===== src/rtl/uart_tx_arbiter.sv =====
// -----------------------------------------------------------------------------
// uart_tx_arbiter
//
// Shares one byte-wide transmitter interface (e.g. the board UART) among
// NUM_REQUESTERS independent byte streams. Ownership is granted per frame
// with round-robin fairness, so bytes of different frames never interleave
// on the serial line. Optionally a grant is cut short after MAX_BURST bytes
// so one long frame cannot starve the others.
//
// Handshake semantics (all byte interfaces): a byte moves on a rising clock
// edge where valid and ready are both high. A producer keeps valid and its
// data stable until the byte is accepted; ready may change freely.
//
// Ports:
//   clock        system clock
//   reset        asynchronous, active-low reset
//   req_data     one byte per requester, requester i on [8i+7:8i]
//   req_valid    byte valid per requester
//   req_last     byte is the final byte of its frame
//   req_ready    byte accepted when req_valid[i] && req_ready[i]
//   tx_data      byte to the transmitter
//   tx_valid     byte valid to the transmitter
//   tx_ready     transmitter can accept a byte
//   grant_valid  a requester currently owns the transmitter
//   grant_index  owning requester (meaningful while grant_valid is high)
// -----------------------------------------------------------------------------
module uart_tx_arbiter #(
    parameter  int NUM_REQUESTERS = 4,
    parameter  int MAX_BURST      = 0,
    localparam int INDEX_BITS     = $clog2(NUM_REQUESTERS)
) (
    input  logic                        clock,
    input  logic                        reset,
    input  logic [8*NUM_REQUESTERS-1:0] req_data,
    input  logic [NUM_REQUESTERS-1:0]   req_valid,
    input  logic [NUM_REQUESTERS-1:0]   req_last,
    output logic [NUM_REQUESTERS-1:0]   req_ready,
    output logic [7:0]                  tx_data,
    output logic                        tx_valid,
    input  logic                        tx_ready,
    output logic                        grant_valid,
    output logic [INDEX_BITS-1:0]       grant_index
);

    // Burst counter is at least one bit wide even when bursts are unlimited.
    localparam int BURST_W = (MAX_BURST < 1) ? 1 : $clog2(MAX_BURST + 1);

    // With unlimited bursts the counter only saturates at its all-ones value;
    // it never causes a release in that case.
    localparam logic [BURST_W-1:0] BURST_CAP =
        (MAX_BURST == 0) ? {BURST_W{1'b1}} : BURST_W'(MAX_BURST);
    localparam logic [BURST_W-1:0] BURST_LAST =
        (MAX_BURST == 0) ? '0 : BURST_W'(MAX_BURST - 1);

    localparam logic [INDEX_BITS-1:0] LAST_IDX = INDEX_BITS'(NUM_REQUESTERS - 1);

    typedef enum logic {
        IDLE    = 1'b0,
        GRANTED = 1'b1
    } state_t;

    state_t                state_q;
    state_t                state_d;
    logic [INDEX_BITS-1:0] grant_q;
    logic [INDEX_BITS-1:0] grant_d;
    logic [INDEX_BITS-1:0] last_q;
    logic [INDEX_BITS-1:0] last_d;
    logic [BURST_W-1:0]    burst_q;
    logic [BURST_W-1:0]    burst_d;

    logic [INDEX_BITS-1:0] winner;
    logic [INDEX_BITS-1:0] cand;
    logic                  found;
    logic [7:0]            sel_data;
    logic                  handshake;
    logic                  rel;

    // Round-robin search: start one past the previous owner and walk upward,
    // wrapping explicitly at NUM_REQUESTERS-1 so non-power-of-two counts work.
    always_comb begin
        winner = '0;
        found  = 1'b0;
        cand   = last_q;
        for (int k = 0; k < NUM_REQUESTERS; k++) begin
            cand = (cand == LAST_IDX) ? '0 : cand + INDEX_BITS'(1);
            if (!found && req_valid[cand]) begin
                found  = 1'b1;
                winner = cand;
            end
        end
    end

    assign sel_data = req_data[{grant_q, 3'b000} +: 8];

    // Next-state and outputs. tx_valid depends only on the registered grant
    // and req_valid, never on tx_ready.
    always_comb begin
        state_d   = state_q;
        grant_d   = grant_q;
        last_d    = last_q;
        burst_d   = burst_q;
        tx_data   = 8'h00;
        tx_valid  = 1'b0;
        req_ready = '0;
        handshake = 1'b0;
        rel       = 1'b0;

        case (state_q)
            IDLE: begin
                // Arbitration cycle: no byte moves, the winner is registered.
                if (found) begin
                    state_d = GRANTED;
                    grant_d = winner;
                    burst_d = '0;
                end
            end

            GRANTED: begin
                tx_data            = sel_data;
                tx_valid           = req_valid[grant_q];
                req_ready[grant_q] = tx_ready;
                handshake          = req_valid[grant_q] && tx_ready;

                if (handshake) begin
                    burst_d = (burst_q == BURST_CAP) ? burst_q : burst_q + BURST_W'(1);
                    rel     = req_last[grant_q] ||
                              ((MAX_BURST != 0) && (burst_q == BURST_LAST));
                    if (rel) begin
                        state_d = IDLE;
                        last_d  = grant_q;
                    end
                end
            end

            default: begin
                state_d = IDLE;
            end
        endcase
    end

    always_ff @(posedge clock or negedge reset) begin
        if (!reset) begin
            state_q <= IDLE;
            grant_q <= '0;
            last_q  <= LAST_IDX;
            burst_q <= '0;
        end else begin
            state_q <= state_d;
            grant_q <= grant_d;
            last_q  <= last_d;
            burst_q <= burst_d;
        end
    end

    assign grant_valid = (state_q == GRANTED);
    assign grant_index = grant_q;

endmodule


===== config.mk =====
export PLATFORM = sky130hd
export DESIGN_NAME = uart_tx_arbiter
export DESIGN_NICKNAME = d
export VERILOG_FILES = /design/src/rtl/uart_tx_arbiter.sv
export SDC_FILE = /design/constraint.sdc
export NUM_CORES = 1
export LEC_CHECK = 0
export ABC_CLOCK_PERIOD_IN_PS = 3200
export BUFFER_PORTS_ARGS = -buffer_cell sky130_fd_sc_hd__clkbuf_2
export CAP_MARGIN = 20
export CORE_ASPECT_RATIO = 0.8
export CORE_MARGIN = 3
export CORE_UTILIZATION = 40
export CTS_BUF_LIST = sky130_fd_sc_hd__clkbuf_16
export CTS_CLUSTER_SIZE = 24
export DETAILED_ROUTE_END_ITERATION = 8
export PLACE_DENSITY_LB_ADDON = 0.12
export SYNTH_ARGS = -nofsm -noshare
export SYNTH_HDL_FRONTEND = slang
export SYNTH_SLANG_ARGS = --single-unit

===== constraint.sdc =====
create_clock -name clock -period 3.2 [get_ports clock]
set_input_delay 0.64 -clock clock [delete_from_list [all_inputs] [get_ports clock]]
set_output_delay 0.64 -clock clock [all_outputs]
set_load 0.03 [all_outputs]

# Yosys cells after proc, flatten, opt, wreduce, memory -nomap -nowiden
# Index checks and enable logic that the tools add are counted.
# totals
ram_bits,0
ff_bits,5
memories,0
in_bits,43
word_cells,63
latch_bits,0
mem_bits_ro,0
# classes
add_sub_neg,4
n_reduce_logical,10
div_mod_pow,0
mul,0
shift,1
n_mux,33
n_bitwise,2
n_eq_ne,4
order_cmp,6
# op_table
cell,n
32-bit by 6-bit indexed part select with 8-bit output,1
2-bit 2-to-1 mux,8
"2-bit by 3-bit < comparator with 1-bit output, second input constant",5
1-bit 2-to-1 mux,15
1-bit binary-select mux with 2-bit select,6
"2-bit by 1-bit adder with 2-bit output, second input constant",4
"2-bit == test, second input constant",4
8-bit 2-to-1 mux,1
1-bit logical AND,5
4-bit AND,1
4-bit 2-to-1 mux,1
1-bit zero test,3
3-bit AND reduction,1
1-bit demux with 2-bit select,1
"2-bit by 1-bit >= comparator with 1-bit output, second input constant",1
1-bit case mux with 2 select lines,1
2-bit AND reduction,1
1-bit inverter,1

# Logic depth before layout (Yosys ltp)
# Gate-level depths: netlist of run 1.
# logic_depth
depth_word,16
mapped_depth,5
ltp_nobuf,5

# Worst setup path before layout of run 1
# OpenSTA, ideal clock, no wires.
# synth_path
path_kind,register to output
startpoint,register grant_q[0] (netlist: grant_index[0])
endpoint,output req_ready[1]
stages_incl_launch_ff,5
n_path_buf,2
arrival_ns,1.577
required_time_ns,2.560
setup_slack_ns,0.983
path_cell_list,dfrtp_1 -> buf_6 -> buf_12 -> inv_1 -> nor3_1
# synth_between
elab_chain_cells,6
# synth_rtl
element,line,source
start: declaration,64,logic [INDEX_BITS-1:0] grant_q;
start signal: assignment,149,grant_q <= grant_d;
2-bit by 3-bit < comparator with 1-bit output (not written as such) or 2-bit by 1-bit >= comparator with 1-bit output (tied branches),121,req_ready[grant_q] = tx_ready;
1-bit logical AND (not written as such),121,
1-bit 2-to-1 mux (not written as such),121,
1-bit demux with 2-bit select (*),121,
4-bit AND (no line) (*),n/a,
4-bit 2-to-1 mux (*),108,case (state_q)
end: declaration,37,"output logic [NUM_REQUESTERS-1:0] req_ready,"
# Every way passes the cells marked *; elsewhere a longest branch is shown, timed or not.

# Worst setup path after layout of run 1
# layout_path
startpoint,register grant_q[0] (netlist: grant_index[0])
endpoint,output tx_valid
# layout_between
elab_chain_cells,3
# layout_rtl
element,line,source
1-bit binary-select mux with 2-bit select,120,tx_valid = req_valid[grant_q];
1-bit 2-to-1 mux (not written as such),120,
1-bit 2-to-1 mux,108,
end: declaration,39,"output logic tx_valid,"
# No other way between the ends. The select of a mux whose other input is x is not followed.

==> results of run 1 <==
==> worst min-delay path by stage <==
stage / startpoint / to / slack, ps / cells after the start
finish: reset / grant_valid / 220 / 1
global route: reset / grant_valid / 230 / 1
CTS: reset / grant_valid / 220 / 1
detailed placement: reset / grant_valid / 460 / 1
global placement: reset / grant_valid / 460 / 1
floorplan: reset / grant_index[0] / 340 / 0
==> kinds of logic (layout without fill, tap and decap cells) <==
logic type,count (synthesis),after routing,synth area share
buffers and inverters,8,65,0.0799
flip-flops,5,5,0.181
multiplexers,10,10,0.325
AO/OA/AOI/OAI,16,16,0.176
adder cells (fa/ha/maj),1,1,0.0178
AND/OR/NAND/NOR,29,29,0.220
==> layout by cell type, fill, tap and decap left out, drive strengths merged, types with 3 or more instances in the layout <==
| cell type | n |
|---|---|
| nor3 | 4 |
| mux4 | 9 |
| clkbuf | 61 |
| and2 | 9 |
| dfrtp | 3 |
| nor2 | 4 |
| nand2 | 3 |
| nand3 | 4 |
| inv | 3 |
==> worst max-delay path, delay by kind of cell (launching register included) <==
kind / cells / cell delay (ps)
DFF: 1 / 780
muxes: 1 / 630
buffers and inverters: 1 / 180
and+or+nand+nor: 1 / 170
==> power breakdown <==
part	internal [uW]	switching [uW]	leakage, uW
clock	163	44.3	0.0000409
combinational	279	360	0.000438
sequential	95.8	107	0.0000540
==> sequential cells by signal (all words and copies together), names as in the netlist <==
name and count:
grant_index 2, last_q 2, grant_valid 1
==> through the flow <==
stage	cells	power, uW
6_report	147	1050
5_1_grt	147	1110
4_1_cts	147	1060
3_5_place_dp	143	844
3_3_place_gp	143	831
2_1_floorplan	69	713
==> metal layers <==
metal  global-route usage  share of wire
met4               0.0714          0.016
met5                    0              0
met1                0.224           0.40
met2                0.337           0.47
met3               0.0584           0.12
==> cell type report <==
| class | instances | area [um2] | area share |
|---|---|---|---|
| multi-input cells | 56 | 520 | 0.493 |
| repair buffers | 58 | 290 | 0.275 |
| flip-flops and latches | 5 | 128 | 0.121 |
| clock buffers | 3 | 75.1 | 0.0711 |
| well taps | 21 | 26.3 | 0.0249 |
| inverters | 3 | 11.3 | 0.0107 |
| clock inverters | 1 | 5.00 | 0.00474 |
==> summary.md, run 1 <==
| Metric | Value |
|---|---|
| Share of the synthesized area in the top cell type | 0.160 |
| Per-instance average area after synthesis | 10.2 um2 |
| Count of fill cells added during filler insertion | 131 |
| Total wire length after detailed routing | around 2200 um |
| Post-layout min period | 2640 ps |
| Biggest cell delay along the critical path | 780 ps |
| CTS tree | done |
| Most common cell in the synthesized netlist | sky130_fd_sc_hd__and2_1 |
| Buffers on Ports | 58 |
| Reg2Reg Launch Point | last_q[0] |
| Total non-filler cell area in the finished layout | 1060 um2 |
| Wire length of the first global-routing pass | 3340 um |
| Post-CTS resize count | 0 |
| Transition time at the pin with the least slew margin | approximately 690 ps |
| Cells on worst reg2reg path | 5 |
| Asr flop ratio synth | 1.00 |
| Number of antenna violations at the first check in global routing | 0 |
| Leak Pwr | 0.000533 uW |
| Sequential share of the synthesized area | 0.181 |
| Cell Pwr Density | 994 nW/um2 |
| Pins Over Slew Limit | 0 |
| Ports | 59 |
| Standard-cell row count | 12 |
| Yosys cell types | 34 |
| Layout Area Growth over Synthesis | 49.9% |
| Status | complete, no violations |
| Core Region | approximately 1500 um2 |
| Cell types occupying the most area after synthesis | sky130_fd_sc_hd__mux4_2 16%, sky130_fd_sc_hd__mux4_1 15%, sky130_fd_sc_hd__dfrtp_1 11%, sky130_fd_sc_hd__and2_1 8.0%, sky130_fd_sc_hd__dfstp_2 7.5% |
| Leftover overflow at the end of global routing | 0 |
| Most common flop cell mapped by yosys | sky130_fd_sc_hd__dfrtp_1 |
| R2r endpoint | grant_index[0] |
| Worst slack, placed | ~790 ps |
| Critical Path End Type | output pin |
| Post-Route Hold Slack | between 200 and 250 ps |
| DRC violations left | 0 |
| Fraction of the cycle the final worst path needs | 0.824 |
| Number of enable flip-flop cells after synthesis | 0 |
| Post-Route Setup TNS | 0 ps |
| Vias | 835 |
| Capture point of the worst path | tx_valid |
| Vias in the first global route | slightly below 800 |
| Router iterations before antenna repair | 4 |
| Post-synth top area cell | sky130_fd_sc_hd__mux4_2 |
| Register-to-register path setup slack | approximately 1500 ps |
| Final net count | about 170 |
| Ranking of synthesized cells by instance count | 9 x sky130_fd_sc_hd__and2_1, 5 x sky130_fd_sc_hd__mux4_2 |
| Largest clock skew in the final design | approximately 0.42 ps |
| Clock latency on the worst-skew pair | 230 ps |
| Count of hold buffers inserted by post-cts repair | 0 |
| Starting density of the core | 0.465 |
| Maximum clock frequency | 379 MHz |
| Sequence of cells on the critical path | mux4_1 -> and2_1 -> clkbuf_2 |
| Average routed wire per standard cell | 14.7 um |
| Worst setup path start | grant_index[0] |
| Setup Fix Bufs, Post-CTS | 0 |
| Setup WS post-layout | 565 ps |
| Worst-case headroom to the max-slew limit | 0.540 |
| CP max stage cell | sky130_fd_sc_hd__dfrtp_1 |
| Startpoint type of the worst setup path | register |
| Maximum vdd drop | 0.578 mV |
| Final cell utilization of the core | 0.696 |
| Horizontal die dimension | 52.9 um |
| Routability congestion estimate from global placement | between 0.7 and 0.8 |
| Syn Nets | approximately 110 |
| Diode insertion count for antenna repair | 0 |
| Gate Count Post-Synth | 69 |
| Yosys Warn Count | 0 |
| Area enclosed by the die boundary | roughly 2300 um2 |
| Clock buffer depth | 2 |
| Required time at the worst-slack endpoint | roughly 2600 ps |
| Layout cell share with drive strength beyond 1 | 0.579 |
| Arrival time worst endpoint | 2000 ps |
| CTS buffer count | 3 |
| Starting DRC count in detailed routing | 22 |
| Clock Sinks | 5 |
| Number of hold violations in the final report | 0 |
| Post-Syn Area | just over 700 um2 |
| RSZ-0062 raised after global routing | no |
| Post-detailed-route via-to-cell ratio | 5.68 |
| CTS Root Buffer Type | sky130_fd_sc_hd__clkbuf_16 |
| Largest fanout on the critical path | 15 |
| Synthesized flop and latch total | 5 |
| H-tree level count | 1 |
| Path type of the worst setup path | reg -> out |
| Hpwl dp | around 1700 um |
| Chip Height | 43.5 um |
| Maximum capacitance violations | 0 |
| Area after DPL | 976 um2 |
| Hold crit path type | in -> async |
| Number of failing setup endpoints in the final timing report | 0 |
| Pin count of the biggest net entering global routing | 21 |
| Count of nets left with antenna violations after detail routing | 0 |
| Worst-path clk slew | around 30 ps |
| Total global-route track usage | 0.194 |
No activity file was read; power rests on OpenSTA's default activity.
==> run 2: changes to the inputs <==
--- a/config.mk
+++ b/config.mk
@@ -5,12 +5,12 @@
 export SDC_FILE = /design/constraint.sdc
 export NUM_CORES = 1
 export LEC_CHECK = 0
-export ABC_CLOCK_PERIOD_IN_PS = 3200
+export ABC_CLOCK_PERIOD_IN_PS = 2300
 export BUFFER_PORTS_ARGS = -buffer_cell sky130_fd_sc_hd__clkbuf_2
 export CAP_MARGIN = 20
 export CORE_ASPECT_RATIO = 0.8
 export CORE_MARGIN = 3
-export CORE_UTILIZATION = 40
+export CORE_UTILIZATION = 34
 export CTS_BUF_LIST = sky130_fd_sc_hd__clkbuf_16
 export CTS_CLUSTER_SIZE = 24
 export DETAILED_ROUTE_END_ITERATION = 8
==> constraint.sdc (replaced) <==
create_clock -name clock -period 2.3 [get_ports clock]
set_input_delay 0.46 -clock clock [delete_from_list [all_inputs] [get_ports clock]]
set_output_delay 0.46 -clock clock [all_outputs]
set_load 0.03 [all_outputs]
==> summary.md, run 2 (synthesis results as in run 1) <==
| Metric | Value |
|---|---|
| Status | complete, no violations (unchanged) |
| H-tree level count | 1 (unchanged) |
| Layout Area Growth over Synthesis | 51.7% (was 49.9%) |
| Clock buffer depth | 2 (unchanged) |
| Buffers on Ports | 58 (unchanged) |
| Required time at the worst-slack endpoint | 1840 ps (was 2560 ps) |
| Hpwl dp | 1660 um (was 1690 um) |
| Met3 Wirelength | 240 um (was 260 um) |
| Total wire length after detailed routing | 2050 um (was 2160 um) |
| Leftover overflow at the end of global routing | 0 (unchanged) |
| Family of cells with the greatest summed delay on the critical path | multiplexers (was flip-flops) |
| Clock latency on the worst-skew pair | 220 ps (was 230 ps) |
| Proportion of power drawn by the clock network | 0.190 (was 0.198) |
| Clock Sinks | 5 (unchanged) |
| Number of hold violations in the final report | 0 (unchanged) |
| Average routed wire per standard cell | 13.6 um (was 14.7 um) |
| Final net count | 172 (was 171) |
| Maximum capacitance violations | 0 (unchanged) |
| Post-detailed-route via-to-cell ratio | 5.31 (was 5.68) |
| Worst-case headroom to the max-slew limit | 0.676 (was 0.540) |
| Total non-filler cell area in the finished layout | 1070 um2 (was 1060 um2) |
| Non-filler cells, final | 151 (was 147) |
| Count of fill cells added during filler insertion | 205 (was 131) |
| Count of hold buffers inserted by post-cts repair | 0 (unchanged) |
| CP max stage cell | sky130_fd_sc_hd__mux4_1 (was sky130_fd_sc_hd__dfrtp_1) |
| Area after DPL | 987 um2 (was 976 um2) |
| Combinational Power Share | 0.621 (was 0.609) |
| Total global-route track usage | 0.162 (was 0.194) |
| Sequence of cells on the critical path | mux4_1 -> and2_1 -> clkbuf_2 (unchanged) |
| Standard-cell row count | 14 (was 12) |
| Vias | 802 (was 835) |
| RSZ-0062 raised after global routing | no (unchanged) |
| Setup Fix Bufs, Post-CTS | 0 (unchanged) |
| WP buf/inv | 1 (unchanged) |
| Layout cell share with drive strength beyond 1 | 0.591 (was 0.579) |
| Transition time at the pin with the least slew margin | 485 ps (was 690 ps) |
| Wire length of the first global-routing pass | 3310 um (was 3340 um) |
| Path type of the worst setup path | reg -> out (unchanged) |
| Most common cell after layout, fill and taps aside | sky130_fd_sc_hd__clkbuf_2 (unchanged) |
| Count of nets left with antenna violations after detail routing | 0 (unchanged) |
| Largest fanout on the critical path | 12 (was 15) |
| Largest clock skew in the final design | 1.59 ps (was 0.425 ps) |
| Reported net switching power | 704 uW (was 511 uW) |
| Ports | 59 (unchanged) |
| WL met1 | 875 um (was 856 um) |
| Met2 layer wire length in the routed design | 937 um (was 1010 um) |
| Routability congestion estimate from global placement | 0.747 (was 0.766) |
| Leak Pwr | 0.000537 uW (was 0.000533 uW) |
| Chip Height | 46.7 um (was 43.5 um) |
| Area enclosed by the die boundary | 2660 um2 (was 2300 um2) |
| Startpoint type of the worst setup path | register (unchanged) |
| Post-layout min period | 2190 ps |
| Biggest cell delay along the critical path | 600 ps (was 780 ps) |
| CTS tree | done (unchanged) |
| Number of antenna violations at the first check in global routing | 0 (unchanged) |
| Switching Fraction | 0.480 (was 0.487) |
| CTS Root Buffer Type | sky130_fd_sc_hd__clkbuf_16 (unchanged) |
| Router iterations before antenna repair | 4 (unchanged) |
| Number of failing setup endpoints in the final timing report | 0 (unchanged) |
| Arrival time worst endpoint | 1730 ps (was 2000 ps) |
| Reg2Reg Launch Point | last_q[0] (unchanged) |
| Cells on worst reg2reg path | 5 (unchanged) |
| R2r endpoint | grant_index[0] (unchanged) |
| DP Cell Count | 147 (was 143) |
| Pin count of the biggest net entering global routing | 21 (unchanged) |
| Fraction of the cycle the final worst path needs | 0.951 |
| Sequential share of power | 0.189 (was 0.193) |
| Starting density of the core | 0.366 (was 0.465) |
| Commonest non-fill, non-tap cells in the layout | 58 x sky130_fd_sc_hd__clkbuf_2, 9 x sky130_fd_sc_hd__and2_1, 5 x sky130_fd_sc_hd__mux4_2 (unchanged) |
| Register-to-register path setup slack | 530 ps (was 1450 ps) |
| Core Region | 1930 um2 (was 1520 um2) |
| Internal | 761 uW (was 539 uW) |
| Pins Over Slew Limit | 0 (unchanged) |
| DRC violations left | 0 (unchanged) |
| Starting DRC count in detailed routing | 17 (was 22) |
| CTS buffer count | 3 (unchanged) |
| Maximum vdd drop | 0.662 mV (was 0.578 mV) |
| Worst-path clk slew | 30 ps (about the same) |
| Maximum clock frequency | roughly 460 MHz |
| Critical Path End Type | output pin (unchanged) |
| Horizontal die dimension | 56.9 um (was 52.9 um) |
| Post-Route Setup TNS | 0 ps (unchanged) |
| Hold crit path type | in -> async (unchanged) |
| Final total power | 1470 uW (was 1050 uW) |
| Vias in the first global route | 727 (was 782) |
| Cell Pwr Density | 1370 nW/um2 (was 994 nW/um2) |
| Diode insertion count for antenna repair | 0 (unchanged) |
| Top layer in use | met3 (was met4) |
## run 2: cell count changes in the layout (fill, tap and decap cells not counted)
cell / before / now
sky130_fd_sc_hd__inv_1: 3 / 4
sky130_fd_sc_hd__buf_4: 0 / 1
sky130_fd_sc_hd__dfrtp_2: 0 / 2
sky130_fd_sc_hd__dfrtp_1: 3 / 1
sky130_fd_sc_hd__clkinv_2: 1 / 0
## run 2: area by class of cell
type                       count  area (um2)  share of cell area
inverter                       3        11.3              0.0105
tap                           24        30.0              0.0281
clock inverter                 1        3.75             0.00351
sequential                     5         130               0.122
clock buffer                   3        75.1              0.0703
multi-input combinational     56         520               0.487
timing repair buffer          59         298               0.279
## run 2: per-layer routing
metal / vias to the layer above / global-route usage
met4: 0 / 0
li1: 388 / -
met3: 0 / 0.0616
met1: 374 / 0.209
met5: - / 0
met2: 40 / 0.280
## run 2: stage by stage
stage / hold WS (ps) / util / setup slack [ps]
after global routing: 44.9 / 0.555 / 24.2
after global placement: 278 / 0.512 / 185
after floorplan: 164 / - / 263
after CTS: 50.4 / 0.554 / 81.5
after detailed placement: 278 / 0.512 / 123
final: 50.5 / 0.555 / 112
## run 2: timing repair
item / in CTS / in global routing
endpoints found under the setup margin: 9 / 2
cloned: 0 / 0
pin swaps: 0 / 0
resized for setup: 1 / 1
## run 2: worst max-delay path by stage
stage,from,to,slack (ps),cells past startpoint
2_1_floorplan,grant_index[0],req_ready[1],260,4
3_3_place_gp,grant_index[0],tx_valid,190,3
3_5_place_dp,grant_index[0],tx_valid,120,3
4_1_cts,grant_index[0],tx_valid,80,3
5_1_grt,grant_index[0],tx_valid,20,3
6_report,grant_index[0],tx_valid,110,3
## run 2: power groups by stage
stage / registers [uW] / logic (uW) / clock network [uW]
after floorplan: 214 / 778 / 0
after detailed placement: 278 / 911 / 0
after global placement: 275 / 900 / 0
after global routing: 300 / 976 / 295
final: 277 / 909 / 279
after CTS: 279 / 915 / 286
